**config.mk**
```make
export PLATFORM = sky130hd
export DESIGN_NAME = uart_tx_sched_flat
export DESIGN_NICKNAME = d
export VERILOG_FILES = /design/src/rtl/uart_tx_sched_if.sv /design/src/rtl/uart_tx_sched.sv /design/src/flat_wrapper.sv
export SDC_FILE = /design/constraint.sdc
export NUM_CORES = 1
export LEC_CHECK = 0
export ABC_AREA = 1
export BUFFER_PORTS_ARGS = -buffer_cell sky130_fd_sc_hd__buf_2
export CORE_MARGIN = 2
export CORE_UTILIZATION = 35
export DETAILED_ROUTE_END_ITERATION = 7
export PLACE_DENSITY = 0.62
export RECOVER_POWER = 25
export SLEW_MARGIN = 20
export SYNTH_ARGS = -nofsm -noshare
export SYNTH_HDL_FRONTEND = slang
export SYNTH_SLANG_ARGS = --single-unit
```
**constraint.sdc**
```tcl
create_clock -name clk -period 2.2 [get_ports clk]
set_input_delay 0.22 -clock clk [delete_from_list [all_inputs] [get_ports clk]]
set_output_delay 0.22 -clock clk [all_outputs]
set_load 0.02 [all_outputs]
```
**src/rtl/uart_tx_sched_if.sv**
```systemverilog
// Requester/transmitter bundle for the UART byte scheduler: four byte
// requesters on one side, the UART start/data strobe and status on the other.
interface uart_tx_sched_if;
    logic [3:0]  req_valid;
    logic [31:0] req_data;
    logic [3:0]  req_last;
    logic [3:0]  req_ready;
    logic        uart_start;
    logic [7:0]  uart_data;
    logic [1:0]  grant_id;
    logic        grant_active;
    logic        frame_done;
    logic        timeout_err;

    modport master (
        output req_valid, req_data, req_last,
        input  req_ready, uart_start, uart_data, grant_id, grant_active,
               frame_done, timeout_err
    );

    modport slave (
        input  req_valid, req_data, req_last,
        output req_ready, uart_start, uart_data, grant_id, grant_active,
               frame_done, timeout_err
    );
endinterface

```
**src/rtl/uart_tx_sched.sv**
```systemverilog
// Round-robin scheduler feeding one byte per UART frame from four packet requesters.
// Optional mid-packet idle timeout is enabled by defining UART_SCHED_TIMEOUT_EN.
module uart_tx_sched #(
    parameter int CLK_FREQ     = 50000000,
    parameter int BAUD         = 115200,
    parameter int TIMEOUT_CLKS = 65535
) (
    input  logic           clk,
    input  logic           rst_n,
    uart_tx_sched_if.slave bus
);
    localparam int CLKS_PER_BIT = CLK_FREQ / BAUD;
    localparam int FRAME_CLKS   = 10 * CLKS_PER_BIT;
    localparam int FRAME_W      = ($clog2(FRAME_CLKS) > 16) ? $clog2(FRAME_CLKS) : 16;
    localparam logic [FRAME_W-1:0] FRAME_LOAD = FRAME_W'(FRAME_CLKS - 1);

    localparam logic [1:0] ST_IDLE  = 2'd0;
    localparam logic [1:0] ST_GRANT = 2'd1;
    localparam logic [1:0] ST_WAIT  = 2'd2;

    logic [1:0]         r_state;
    logic [1:0]         r_grant_id;
    logic [1:0]         r_rr_ptr;
    logic [FRAME_W-1:0] r_frame_cnt;
    logic               r_last;
    logic               r_uart_start;
    logic [7:0]         r_uart_data;

    logic [1:0] w_pick;
    logic       w_any;
    logic [3:0] w_ready;
    logic       w_hs;
    logic [7:0] w_sel_data;
    logic       w_sel_last;
    logic       w_frame_end;
    logic       w_timeout;

    // Smallest offset from rr_ptr wins, so scan offsets from high to low.
    always_comb begin
        w_pick = r_rr_ptr;
        for (int k = 3; k >= 0; k--) begin
            if (bus.req_valid[r_rr_ptr + 2'(k)]) begin
                w_pick = r_rr_ptr + 2'(k);
            end
        end
    end

    assign w_any = |bus.req_valid;

    for (genvar gi = 0; gi < 4; gi++) begin : g_ready
        assign w_ready[gi] = (r_state == ST_GRANT) && (r_grant_id == 2'(gi));
    end

    assign w_hs        = |(bus.req_valid & w_ready);
    assign w_sel_data  = bus.req_data[{r_grant_id, 3'b000} +: 8];
    assign w_sel_last  = bus.req_last[r_grant_id];
    assign w_frame_end = (r_state == ST_WAIT) && (r_frame_cnt == '0);

`ifdef UART_SCHED_TIMEOUT_EN
    localparam int IDLE_W = ($clog2(TIMEOUT_CLKS) > 0) ? $clog2(TIMEOUT_CLKS) : 1;
    localparam logic [IDLE_W-1:0] IDLE_LIMIT = IDLE_W'(TIMEOUT_CLKS - 1);

    logic [IDLE_W-1:0] r_idle_cnt;

    // Held at zero outside GRANT, so every entry into GRANT starts a fresh count.
    always_ff @(posedge clk or negedge rst_n) begin
        if (!rst_n) begin
            r_idle_cnt <= '0;
        end else if ((r_state != ST_GRANT) || w_hs) begin
            r_idle_cnt <= '0;
        end else begin
            r_idle_cnt <= r_idle_cnt + 1'b1;
        end
    end

    assign w_timeout = (r_state == ST_GRANT) && !w_hs && (r_idle_cnt == IDLE_LIMIT);
`else
    assign w_timeout = 1'b0;
`endif

    always_ff @(posedge clk or negedge rst_n) begin
        if (!rst_n) begin
            r_state      <= ST_IDLE;
            r_grant_id   <= 2'd0;
            r_rr_ptr     <= 2'd0;
            r_frame_cnt  <= '0;
            r_last       <= 1'b0;
            r_uart_start <= 1'b0;
            r_uart_data  <= 8'h00;
        end else begin
            r_uart_start <= 1'b0;
            case (r_state)
                ST_IDLE: begin
                    if (w_any) begin
                        r_grant_id <= w_pick;
                        r_state    <= ST_GRANT;
                    end
                end
                ST_GRANT: begin
                    if (w_hs) begin
                        r_uart_data  <= w_sel_data;
                        r_last       <= w_sel_last;
                        r_uart_start <= 1'b1;
                        r_frame_cnt  <= FRAME_LOAD;
                        r_state      <= ST_WAIT;
                    end else if (w_timeout) begin
                        r_rr_ptr <= r_grant_id + 2'd1;
                        r_state  <= ST_IDLE;
                    end
                end
                ST_WAIT: begin
                    // The extra GRANT cycle after the frame guarantees a full stop bit.
                    if (r_frame_cnt == '0) begin
                        if (r_last) begin
                            r_rr_ptr <= r_grant_id + 2'd1;
                            r_state  <= ST_IDLE;
                        end else begin
                            r_state <= ST_GRANT;
                        end
                    end else begin
                        r_frame_cnt <= r_frame_cnt - 1'b1;
                    end
                end
                default: r_state <= ST_IDLE;
            endcase
        end
    end

    assign bus.req_ready    = w_ready;
    assign bus.uart_start   = r_uart_start;
    assign bus.uart_data    = r_uart_data;
    assign bus.grant_id     = r_grant_id;
    assign bus.grant_active = (r_state == ST_GRANT) || (r_state == ST_WAIT);
    assign bus.frame_done   = w_frame_end;
    assign bus.timeout_err  = w_timeout;
endmodule

```
**src/flat_wrapper.sv**
```systemverilog
// flat-port wrapper written by rule: the top's interface ports become plain ports
module uart_tx_sched_flat 
#(
    parameter int CLK_FREQ     = 50000000,
    parameter int BAUD         = 115200,
    parameter int TIMEOUT_CLKS = 65535
)
  (clk, rst_n, bus_req_valid, bus_req_data, bus_req_last, bus_req_ready, bus_uart_start, bus_uart_data, bus_grant_id, bus_grant_active, bus_frame_done, bus_timeout_err);
  uart_tx_sched_if bus_i ();
  input  logic clk;
  input  logic rst_n;
  input wire logic [$bits(bus_i.req_valid)-1:0] bus_req_valid;
  input wire logic [$bits(bus_i.req_data)-1:0] bus_req_data;
  input wire logic [$bits(bus_i.req_last)-1:0] bus_req_last;
  output wire logic [$bits(bus_i.req_ready)-1:0] bus_req_ready;
  output wire logic [$bits(bus_i.uart_start)-1:0] bus_uart_start;
  output wire logic [$bits(bus_i.uart_data)-1:0] bus_uart_data;
  output wire logic [$bits(bus_i.grant_id)-1:0] bus_grant_id;
  output wire logic [$bits(bus_i.grant_active)-1:0] bus_grant_active;
  output wire logic [$bits(bus_i.frame_done)-1:0] bus_frame_done;
  output wire logic [$bits(bus_i.timeout_err)-1:0] bus_timeout_err;
  assign bus_i.req_valid = bus_req_valid;
  assign bus_i.req_data = bus_req_data;
  assign bus_i.req_last = bus_req_last;
  assign bus_req_ready = bus_i.req_ready;
  assign bus_uart_start = bus_i.uart_start;
  assign bus_uart_data = bus_i.uart_data;
  assign bus_grant_id = bus_i.grant_id;
  assign bus_grant_active = bus_i.grant_active;
  assign bus_frame_done = bus_i.frame_done;
  assign bus_timeout_err = bus_i.timeout_err;
  uart_tx_sched #(.CLK_FREQ(CLK_FREQ), .BAUD(BAUD), .TIMEOUT_CLKS(TIMEOUT_CLKS)) u_core (.clk(clk), .rst_n(rst_n), .bus(bus_i));
endmodule
```
==> metrics.md <==
| Metric | Value |
|---|---|
| Slew HR | `-18.3%` |
| Share of synthesized registers carrying an async set or reset | `100%` |
| Min Hold Slack | `~0.26 ns` |
| Post-synth EDFFs | `0` |
| Number of diodes | `0` |
| Failing checks | `capacitance limit, slew limit` |
| Row count | `29` |
| Fmax | `501 MHz` |
| Slew Limit Fails | `33` |
| Initial Utilization | `36.3%` |
| Fin crit share | `90.8%` |
| Yosys reg bits | `32` |
| Delay-heaviest family, CP | `simple AND/OR/NAND/NOR gates` |
| VDD IR max | `0.000565 V` |
| Post-Syn Instances | `345` |
| Arrival time worst endpoint | `1.78 ns` |
| Max Clock Skew | `0.00630 ns` |
| Drt via density | `between 4 and 5` |
| Max-cap violations | `1` |
| Gr usage total | `about 15%` |
| Worst slew pin tran | `1.77 ns` |
| CTS tree | `yes` |
| Setup TNS | `0 ns` |
| Finished Layout Cells | `481` |
| Remaining global-route overflow | `0` |
| Initial antenna violation count | `0` |
| Detailed-route DRC error count | `0` |
| Root Buffer | `clkbuf_8` |
| Syn avg cell area | `6.68 um2` |
| Clock Pin Slew Worst Setup and Hold Paths | `~0.06 ns` |
| PD cells | `between 1000 and 1500 nW/um2` |
| Pre-CTS WS | `0.244 ns` |
| Critical path buffers and inverters | `3` |
| Die area | `7250 um2` |
| DRT Pass-1 Iters | `5` |
| Status | `finished with violations` |
| Count leader, synth | `nand2_1` |
| Yosys top cell area share | `roughly a third` |
| Post-DRT Antenna Nets | `0` |
| DP Wirelength | `about 4.2 mm` |
| Seq/Total Area, Yosys | `34.8%` |
| CP Capture Type | `output pin` |
| Leakage | `1.42 nW` |
| Largest area contributor in the netlist | `dfrtp_1` |
| Global-route wire length before repair | `9.09 mm` |
| CP Cell Sequence | `inv_1 -> ha_1 -> nand3_2 -> nor3_4 -> inv_1 -> nor3_1 -> buf_4` |
| Mapped Area | `2300 um2` |
| Crit path max fanout | `5` |
| Vias | `2315` |
| Worst skew pair latency | `0.29 ns` |
| Most used cell, CP | `inv_1` |
| Largest net degree at the start of global routing | `33` |
| CTS Buf Count | `5` |
| Pwr Total | `3.31 mW` |
| Vias in the first global route | `2038` |
| Hold buffers post-CTS | `0` |
| CP required | `1.98 ns` |
| IO Pins | `60` |
| Critical path's slowest cell | `dfrtp_1` |
| Layout cells sized above 1 | `~21%` |
| Clock tree buffer depth | `2` |
| CTS sink count | `32` |
| Most common flop cell mapped by yosys | `dfrtp_1` |
| Critical path class | `register to output pin` |
| Warnings from Yosys | `0` |
| Synth top cells by count | `nand2_1, nor2_1, o21ai_0, inv_1, dfrtp_1` |
| P&R area growth vs syn | `19.8%` |
| Chip width | `85.1 um` |
| Fin. Hold Viols | `0` |
| # setup viols final | `0` |
| Routed WL per cell | `around 11 um` |
| Tmin final | `2.00 ns` |
| H-tree depth | `2` |
| Worst hold-check path type | `primary input to register` |
| Synth unique cells | `30` |
| Placer Congestion | `0.822` |
| DR iter-0 viols | `71` |
| Nets | `455` |
| Placed Cells | `473` |
| Syn Nets | `397` |
| Area of the core | `around 6300 um2` |
| PnR worst setup slack | `0.202 ns` |
| Final wirelength | `5.39 mm` |
| Top cells by area, synth | `dfrtp_1, nand2_1, nor2_1, o21ai_0, nand3_1` |
| I/O Buffers | `between 50 and 60` |
| RSZ-0062 raised after global routing | `no` |
| Critical Path Max Stage Delay | `about 0.36 ns` |
| CP startpoint kind | `register` |
| Die Y | `85.1 um` |
what timing repair did:
action / CTS / global route
buffers inserted: 0 / 0
endpoints found under the setup margin: 0 / 2
resized for setup: 0 / 3
final cells by class:
type	instances	area [um2]
inverters	38	143
fillers	642	3590
flip-flops and latches	32	801
multi-input cells	262	1290
clock buffers	8	90.1
repair buffers	64	337
well taps	77	96.3
kinds of logic (layout without fill, tap and decap cells):
group | count (synthesis) | count (layout) | synth area share [%]
compound gates | 56 | 56 | 13.1
xor+xnor | 5 | 5 | 1.90
fa+ha+maj | 10 | 10 | 5.43
simple gates | 190 | 190 | 35.1
flops | 32 | 32 | 34.8
other cells | 1 | 1 | 0.163
buf+inv | 51 | 110 | 9.45
placed cells by master, fill, tap and decap left out:
cell type	count
o21ai_0	36
nor2_1	67
xor2_1	5
nand4_1	5
a21o_1	1
o21bai_1	2
inv_2	3
nand2_1	78
a31oi_1	10
or2_2	2
a21oi_1	1
nand2_2	1
nand3_1	28
clkbuf_8	6
o21ai_1	5
nor3_4	1
buf_4	7
ha_2	1
nor3_1	1
inv_1	34
nor2_2	3
buf_2	56
ha_1	9
clkinv_1	1
nor2_4	1
dfrtp_1	32
clkbuf_1	3
nand3_2	3
conb_1	1
o211ai_1	1
registers in the layout (all words and copies together) (netlist names):
name	count
u_core.r_rr_ptr	2
u_core.r_state	2
u_core.bus.uart_data	8
u_core.bus.grant_id	2
u_core.bus.uart_start	1
u_core.r_frame_cnt	16
u_core.r_last	1
per-stage QoR:
stage | cell area (um2) | utilization, %
after CTS | 2750 | 43.3
after floorplan | 2300 | -
after global placement | 2660 | 41.9
after detailed placement | 2660 | 41.9
final | 2760 | 43.5
after global routing | 2760 | 43.5
worst paths after layout:
path                                        startpoint                      end  slack (ns)  depth (start not counted)
worst max-delay path             u_core.r_frame_cnt[0]           bus_frame_done        0.20                          7
worst min-delay path                  bus_req_data[11]  u_core.bus.uart_data[3]        0.26                          3
worst max register to register       u_core.r_state[1]    u_core.r_frame_cnt[4]        0.35                          9
worst min register to register  u_core.r_frame_cnt[15]   u_core.r_frame_cnt[15]        0.53                          2
max in group asynchronous                        rst_n    u_core.bus.uart_start        0.77                          1
min in group asynchronous                        rst_n   u_core.r_frame_cnt[15]        0.39                          1
power breakdown:
group | internal (mW) | total, mW | switching, mW | leakage (nW)
logic | 0.654 | 1.86 | 1.20 | 0.984
registers | 0.806 | 0.980 | 0.175 | 0.392
clock network | 0.255 | 0.474 | 0.219 | 0.0455
total | 1.71 | 3.31 | 1.60 | 1.42
metal layers:
| layer | track usage (%) | routed length (um) |
|---|---|---|
| met2 | 23.6 | 2390 |
| met1 | 21.3 | 2650 |
| met4 | 6.06 | 70 |
| met5 | 0 | 0 |
| met3 | 3.50 | 275 |
tightest hold or removal path: stages:
cell and delay, ns:
buf_2 0.07, o21ai_0 0.06, a31oi_1 0.15
Note: power is estimated with default switching activity, not from simulation.
